**src/rtl/pipeline_stall_ctrl.sv**
```systemverilog
// Pipeline stall/flush controller for the 5-stage RISC-V core.
// Merges the load-use stall, EX branch redirect and data-memory wait into
// per-stage write enables and bubble controls. Owns the memory-wait FSM
// with its timeout, and saturating stall/flush performance counters.
module pipeline_stall_ctrl #(
  parameter int CNT_W       = 32,
  parameter int MEM_TIMEOUT = 16,
  parameter int TO_W        = 5
) (
  input  logic             clk,
  input  logic             rst,
  input  logic             load_use_stall,
  input  logic             branch_taken,
  input  logic             mem_req,
  input  logic             mem_ready,
  output logic             pc_we,
  output logic             if_id_we,
  output logic             if_id_flush,
  output logic             id_ex_bubble,
  output logic             id_ex_we,
  output logic             ex_mem_we,
  output logic             mem_wb_bubble,
  output logic             mem_timeout_err,
  output logic [CNT_W-1:0] stall_cnt,
  output logic [CNT_W-1:0] flush_cnt
);

  typedef enum logic [1:0] {
    RUN      = 2'd0,
    MEM_WAIT = 2'd1,
    FAULT    = 2'd2
  } state_t;

  localparam logic [TO_W-1:0] TO_LIMIT = TO_W'(MEM_TIMEOUT);

  state_t           state_q, state_d;
  logic [TO_W-1:0]  to_cnt_q, to_cnt_d;
  logic [CNT_W-1:0] stall_cnt_q, stall_cnt_d;
  logic [CNT_W-1:0] flush_cnt_q, flush_cnt_d;

  logic freeze;
  logic branch_effective;

  // The whole pipeline freezes on an outstanding memory access or after a timeout fault.
  always_comb begin
    freeze = 1'b0;
    if (state_q == FAULT) begin
      freeze = 1'b1;
    end else if (mem_req && !mem_ready) begin
      freeze = 1'b1;
    end
  end

  // Memory-wait FSM next state and timeout counter.
  always_comb begin
    state_d  = state_q;
    to_cnt_d = to_cnt_q;
    case (state_q)
      RUN: begin
        if (mem_req && !mem_ready) begin
          state_d  = MEM_WAIT;
          to_cnt_d = TO_W'(1);
        end
      end
      MEM_WAIT: begin
        if (mem_ready) begin
          state_d  = RUN;
          to_cnt_d = '0;
        end else if (to_cnt_q == TO_LIMIT) begin
          state_d = FAULT;
        end else begin
          to_cnt_d = to_cnt_q + TO_W'(1);
        end
      end
      FAULT: begin
        state_d = FAULT;
      end
      default: begin
        state_d  = RUN;
        to_cnt_d = '0;
      end
    endcase
  end

  // Stage controls: reset forces NOPs, then freeze > branch > load-use > normal flow.
  always_comb begin
    pc_we            = 1'b1;
    if_id_we         = 1'b1;
    if_id_flush      = 1'b0;
    id_ex_bubble     = 1'b0;
    id_ex_we         = 1'b1;
    ex_mem_we        = 1'b1;
    mem_wb_bubble    = 1'b0;
    branch_effective = 1'b0;
    if (rst) begin
      pc_we         = 1'b0;
      if_id_we      = 1'b0;
      if_id_flush   = 1'b1;
      id_ex_bubble  = 1'b1;
      id_ex_we      = 1'b0;
      ex_mem_we     = 1'b0;
      mem_wb_bubble = 1'b1;
    end else if (freeze) begin
      pc_we         = 1'b0;
      if_id_we      = 1'b0;
      id_ex_we      = 1'b0;
      ex_mem_we     = 1'b0;
      mem_wb_bubble = 1'b1;
    end else if (branch_taken) begin
      if_id_flush      = 1'b1;
      id_ex_bubble     = 1'b1;
      branch_effective = 1'b1;
    end else if (load_use_stall) begin
      pc_we        = 1'b0;
      if_id_we     = 1'b0;
      id_ex_bubble = 1'b1;
    end
  end

  // Saturating performance counters; a stuck FAULT state is not counted as stall time.
  always_comb begin
    stall_cnt_d = stall_cnt_q;
    flush_cnt_d = flush_cnt_q;
    if (!pc_we && (state_q != FAULT) && (stall_cnt_q != '1)) begin
      stall_cnt_d = stall_cnt_q + CNT_W'(1);
    end
    if (branch_effective && (flush_cnt_q != '1)) begin
      flush_cnt_d = flush_cnt_q + CNT_W'(1);
    end
  end

  // State, timeout and counter registers with synchronous reset.
  always_ff @(posedge clk) begin
    if (rst) begin
      state_q     <= RUN;
      to_cnt_q    <= '0;
      stall_cnt_q <= '0;
      flush_cnt_q <= '0;
    end else begin
      state_q     <= state_d;
      to_cnt_q    <= to_cnt_d;
      stall_cnt_q <= stall_cnt_d;
      flush_cnt_q <= flush_cnt_d;
    end
  end

  assign mem_timeout_err = (state_q == FAULT) && !rst;
  assign stall_cnt       = stall_cnt_q;
  assign flush_cnt       = flush_cnt_q;

endmodule

```
**config.mk**
```make
export PLATFORM = sky130hd
export DESIGN_NAME = pipeline_stall_ctrl
export DESIGN_NICKNAME = d
export VERILOG_FILES = /design/src/rtl/pipeline_stall_ctrl.sv
export SDC_FILE = /design/constraint.sdc
export NUM_CORES = 1
export LEC_CHECK = 0
export ABC_AREA = 1
export CORE_MARGIN = 3
export CORE_UTILIZATION = 64
export DETAILED_ROUTE_END_ITERATION = 6
export DONT_BUFFER_PORTS = 1
export PLACE_DENSITY = 0.82
export SKIP_LAST_GASP = 1
export SYNTH_ARGS = -nofsm -noshare
export SYNTH_HDL_FRONTEND = slang
export SYNTH_SLANG_ARGS = --single-unit
```
**constraint.sdc**
```tcl
create_clock -name clk -period 2.25 [get_ports clk]
set_clock_uncertainty 0.1 [all_clocks]
set_input_delay 0.225 -clock clk [delete_from_list [all_inputs] [get_ports clk]]
set_output_delay 0.225 -clock clk [all_outputs]
set_load 0.02 [all_outputs]
```
**Word level (Yosys, flattened, before mapping)**

Cells that the tools add are included.

- RAM bits: 0
- ROM bits: 0
- Output and inout bits: 72
- Flip-flop bits (word level): 71
- Latch bits: 0
- Bits of input ports: 6
- Memories kept: 0
- Logic and storage cells: 54

- Eq/ne operators: 9
- Multiply operators: 0
- Magnitude comparators: 0
- Bitwise operators: 1
- Reduce and logical (&&, ||, !) cells: 11
- Multiplexer cells: 26
- Divide/modulo/power cells: 0
- Shift operators: 0
- $add $sub $neg: 3

Operators with widths:

| operator | number |
|---|---|
| $add 32x1->32 const B | 2 |
| $ne 32x32->1 const B | 2 |
| $mux 1 | 18 |
| $mux 5 | 3 |
| $pmux 5 s3 | 1 |
| $mux 2 | 3 |
| $ne 3x3->1 const B | 2 |
| $pmux 2 s3 | 1 |
| $add 5x1->5 const B | 1 |
| $eq 5x5->1 const B | 1 |
| $logic_and 1x1->1 | 5 |
| $ne 2x2->1 const B | 2 |
| $logic_not 1->1 | 3 |
| $reduce_and 3->1 | 1 |
| $eq 2x1->1 const B | 1 |
| $eq 2x2->1 const B | 1 |
| $logic_not 2->1 | 1 |
| $reduce_and 2->1 | 1 |
| $not 1->1 | 1 |

**Logic depth before layout (Yosys ltp)**

- Word-level depth: 9
- Depth in mapped cells: 12
- Depth with buffers taken out: 11

**Least setup slack after synthesis**

No wires, ideal clock.

- Kind: register to register
- From: register stall_cnt_q[0] (netlist: stall_cnt[0])
- To: register stall_cnt_q[18] (netlist: stall_cnt[18])
- Path slack: 0.306 ns
- Data arrival time: 1.728 ns
- Clock period less this slack: 1.944 ns
- Cell stages (with the launch flop): 11
- Cells stage by stage: dfxtp_1 ha_1 nand3_1 inv_2 nand2_1 nor2_4 nand3_2 buf_6 buf_6 a21oi_1 nor2_1

- Cells in the longest elaborated chain, start to end: 2
- Elaborated cells between the ends (all ways): 3
- Those cells by class: add/sub: 1; eq/ne: 1; reduce/logical: 1

Ends and longest elaborated chain:

| element | line | source |
|---|---|---|
| start: declaration | 38 | `logic [CNT_W-1:0] stall_cnt_q, stall_cnt_d;` |
| start signal: assignment | 142 | `stall_cnt_q <= stall_cnt_d;` |
| parallel branches: the longest is 2 deep, another holds $add 32x1->32 | n/a |  |

Parallel ways; which one is timed is not known.
A chain may end at the register's enable or synchronous reset.

**Worst setup path after layout**

- From: register flush_cnt_q[0] (netlist: flush_cnt[0])
- To: register flush_cnt_q[30] (netlist: flush_cnt[30])

- Cells in the longest elaborated chain, start to end: 2
- Elaborated cells between the ends (all ways): 3
- Those cells by class: add/sub: 1; eq/ne: 1; reduce/logical: 1

Ends and longest elaborated chain:

| element | line | source |
|---|---|---|
| start: declaration | 39 | `logic [CNT_W-1:0] flush_cnt_q, flush_cnt_d;` |
| start signal: assignment | 143 | `flush_cnt_q <= flush_cnt_d;` |
| parallel branches: the longest is 2 deep, another holds $add 32x1->32 | n/a |  |

Parallel ways; which one is timed is not known.

==> impl_metrics.tcl <==
set metrics [dict create \
    area_delta_synth_final_pct 13.8 \
    synth_area_per_cell_um2 6.22 \
    swShare 0.266 \
    critPathArrivalTime_ps 2190 \
    r2r_cells 10 \
    io_buffers 0 \
    cp.depth 10 \
    leakage_nw 2.15 \
    peakVddDrop_uv 484 \
    synth.distinct_cells 34 \
    layout_commonest_cell "nand2_1" \
    cts_max_level 3 \
    timing.final.crit_share 0.911 \
    cts.sinks 71 \
    reg2reg_to "flush_cnt[30]$_SDFFE_PP0P_" \
    wl_per_cell_um 13.2 \
    rows 30 \
    antenna_found_initial 0 \
    drc_errors 0 \
    slowest_stage "dfxtp_1" \
    crit_fanout 4 \
    synthCells 749 \
    synth_seq_area_share 0.305 \
    die_h_um 91.3 \
    whs_endpoint "flush_cnt[5]$_SDFFE_PP0P_" \
    cts.reportedPaths.clkPinSlew_ps 80 \
    end_kind "flop" \
    netSwitchingPower_mw 0.628 \
    crit_buf_inv 0 \
    fin_nets 817 \
    cts-root-buf "clkbuf_8" \
    layout_common_cells "248 x nand2_1, 167 x nor2_1, 71 x dfxtp_1" \
    cts_tree "built" \
    insertion_delay_ps 340 \
    start_kind "flop" \
    report.final.setup_viol 0 \
    place_area_mm2 0.00512 \
    r2r_start "flush_cnt[0]$_SDFFE_PP0P_" \
    relSlewSlack 0.575 \
    cts_setup_buffers 0 \
    vias 4919 \
    final_area_mm2 0.00530 \
    core_area_mm2 0.00691 \
    maxSlewViolCount 0 \
    cp_cell_sequence "ha_1, nand2_1, nor2_4, nand2_1, nor2_1, nand2_1, nor2_1, nand2_1, nor2_1, nor2_1" \
    maxCapViolCount 0 \
    start_util 0.674 \
    post-route-util 0.767 \
    grtUsageTotal 0.287 \
    crit_family "simple AND/OR/NAND/NOR gates" \
    place.gp.congestion 0.976 \
    timing.fmax_mhz 488 \
    dr.pass1.iters 5 \
    die-area_mm2 0.00834 \
    cts_resized 0 \
    status "finished, final reports clean" \
    worstMarginPinSlew_ps 631 \
    syn_area_mm2 0.00466 \
    min_period_ps 2050 \
    power_frac_comb 0.085 \
    hold_violations 0 \
    hpwl_um 8950 \
    die_w_um 91.3 \
    syn_nets 759 \
    r2r_setup_slack_ps 200 \
    p_seq_frac 0.545 \
    clock_path_buffers 2 \
    drt_iter0_drc 313 \
    numCtsBuffers 9 \
    worstSetupPathType "reg -> reg" \
    max_stage_delay_ps 390 \
    diodes 0 \
    hp-class "in -> reg" \
    hp-start "rst" \
    via_per_inst 5.42 \
    wirelength_um 12000 \
    synth_seq_cells 71 \
    worstHoldPathCells 2 \
    clkPwrFrac 0.369 \
    rsz0062_at_grt "false" \
    grt_pass1_wl_um 19900 \
    ant_nets 0 \
    grt_pass1_vias 4502 \
    pin_count 78 \
    timing.setup.tns_ps 0 \
    grt.overflow.total 0 \
    grt_max_degree 43 \
    power.total_mw 2.36 \
    intPower_mw 1.73 \
    yosysWarningCount 0 \
    drive_gt1_frac 0.171 \
    required_ps 2390 \
    power_density_mw_per_mm2 444 \
]
==> cells in the mapped netlist (all sizes together) <==
master  count  area share
a21boi      1      0.0040
a21oi      54       0.073
a31oi       1      0.0027
and2        5      0.0067
buf        13       0.027
clkbuf     10       0.013
dfxtp      71        0.31
ha          4       0.011
inv        56       0.045
nand2     266        0.23
nand3      42       0.052
nand3b      7       0.011
nand4      13       0.017
nor2      176        0.16
nor3        1      0.0011
o21ai      10       0.011
or2         1      0.0013
xnor2       7       0.013
xor2       11       0.021
==> registers in the layout (all words and copies together), names as in the netlist <==
signal,flops
stall_cnt,32
to_cnt_q,5
state_q,2
flush_cnt,32
==> kinds of logic after synthesis <==
group,count (synthesis),share of synthesized area
adder cells (fa/ha/maj),4,0.0107
buffers and inverters,79,0.0851
AND/OR/NAND/NOR,511,0.474
flip-flops,71,0.305
XOR/XNOR,18,0.0338
AO/OA/AOI/OAI,66,0.0908
==> power by group through the flow <==
stage / clock network (mW) / registers (mW) / logic [mW]
2_1_floorplan: 0 / 1.33 / 0.145
3_3_place_gp: 0 / 1.31 / 0.179
4_1_cts: 0.885 / 1.28 / 0.201
5_1_grt: 0.939 / 1.29 / 0.221
3_5_place_dp: 0 / 1.31 / 0.184
6_report: 0.870 / 1.28 / 0.201
==> cell type report <==
class                           instances  area (um2)
Timing Repair Buffer                   70         551
Clock inverter                          4        22.5
Sequential cell                        71        1420
Fill cell                             563        1610
Inverter                               56         210
Clock buffer                           12         135
Tap cell                               96         120
Multi-Input combinational cell        599        2840
==> how the worst max path moves through the flow <==
stage,slack [ps],endpoint,startpoint
final,200,flush_cnt[30]$_SDFFE_PP0P_,flush_cnt[0]$_SDFFE_PP0P_
after CTS,230,flush_cnt[29]$_SDFFE_PP0P_,flush_cnt[2]$_SDFFE_PP0P_
after detailed placement,250,stall_cnt[30]$_SDFFE_PP0P_,stall_cnt[0]$_SDFFE_PP0P_
after global placement,350,stall_cnt[30]$_SDFFE_PP0P_,stall_cnt[0]$_SDFFE_PP0P_
after global routing,50,stall_cnt[22]$_SDFFE_PP0P_,stall_cnt[0]$_SDFFE_PP0P_
after floorplan,310,stall_cnt[18]$_SDFFE_PP0P_,stall_cnt[0]$_SDFFE_PP0P_
==> layer usage <==
metal | GRT usage | vias to the layer above | routed length (um)
met4 | 0.106 | 0 | 176
met2 | 0.448 | 226 | 5470
li1 | - | 2456 | -
met1 | 0.394 | 2221 | 5280
met5 | 0 | - | 0
met3 | 0.0530 | 16 | 1060
==> through the flow <==
step	std cells	worst slack (ps)	hold slack, ps
final	908	200	60.9
after global routing	908	50.4	64.8
after CTS	908	226	53.5
after detailed placement	891	250	195
after global placement	891	349	193
after floorplan	749	306	373
==> what timing repair did <==
action	CTS	global route
endpoints found under the setup margin	0	0
hold endpoints to repair	29	0
hold buffers	1	0
No activity file was read; power rests on OpenSTA's default activity.
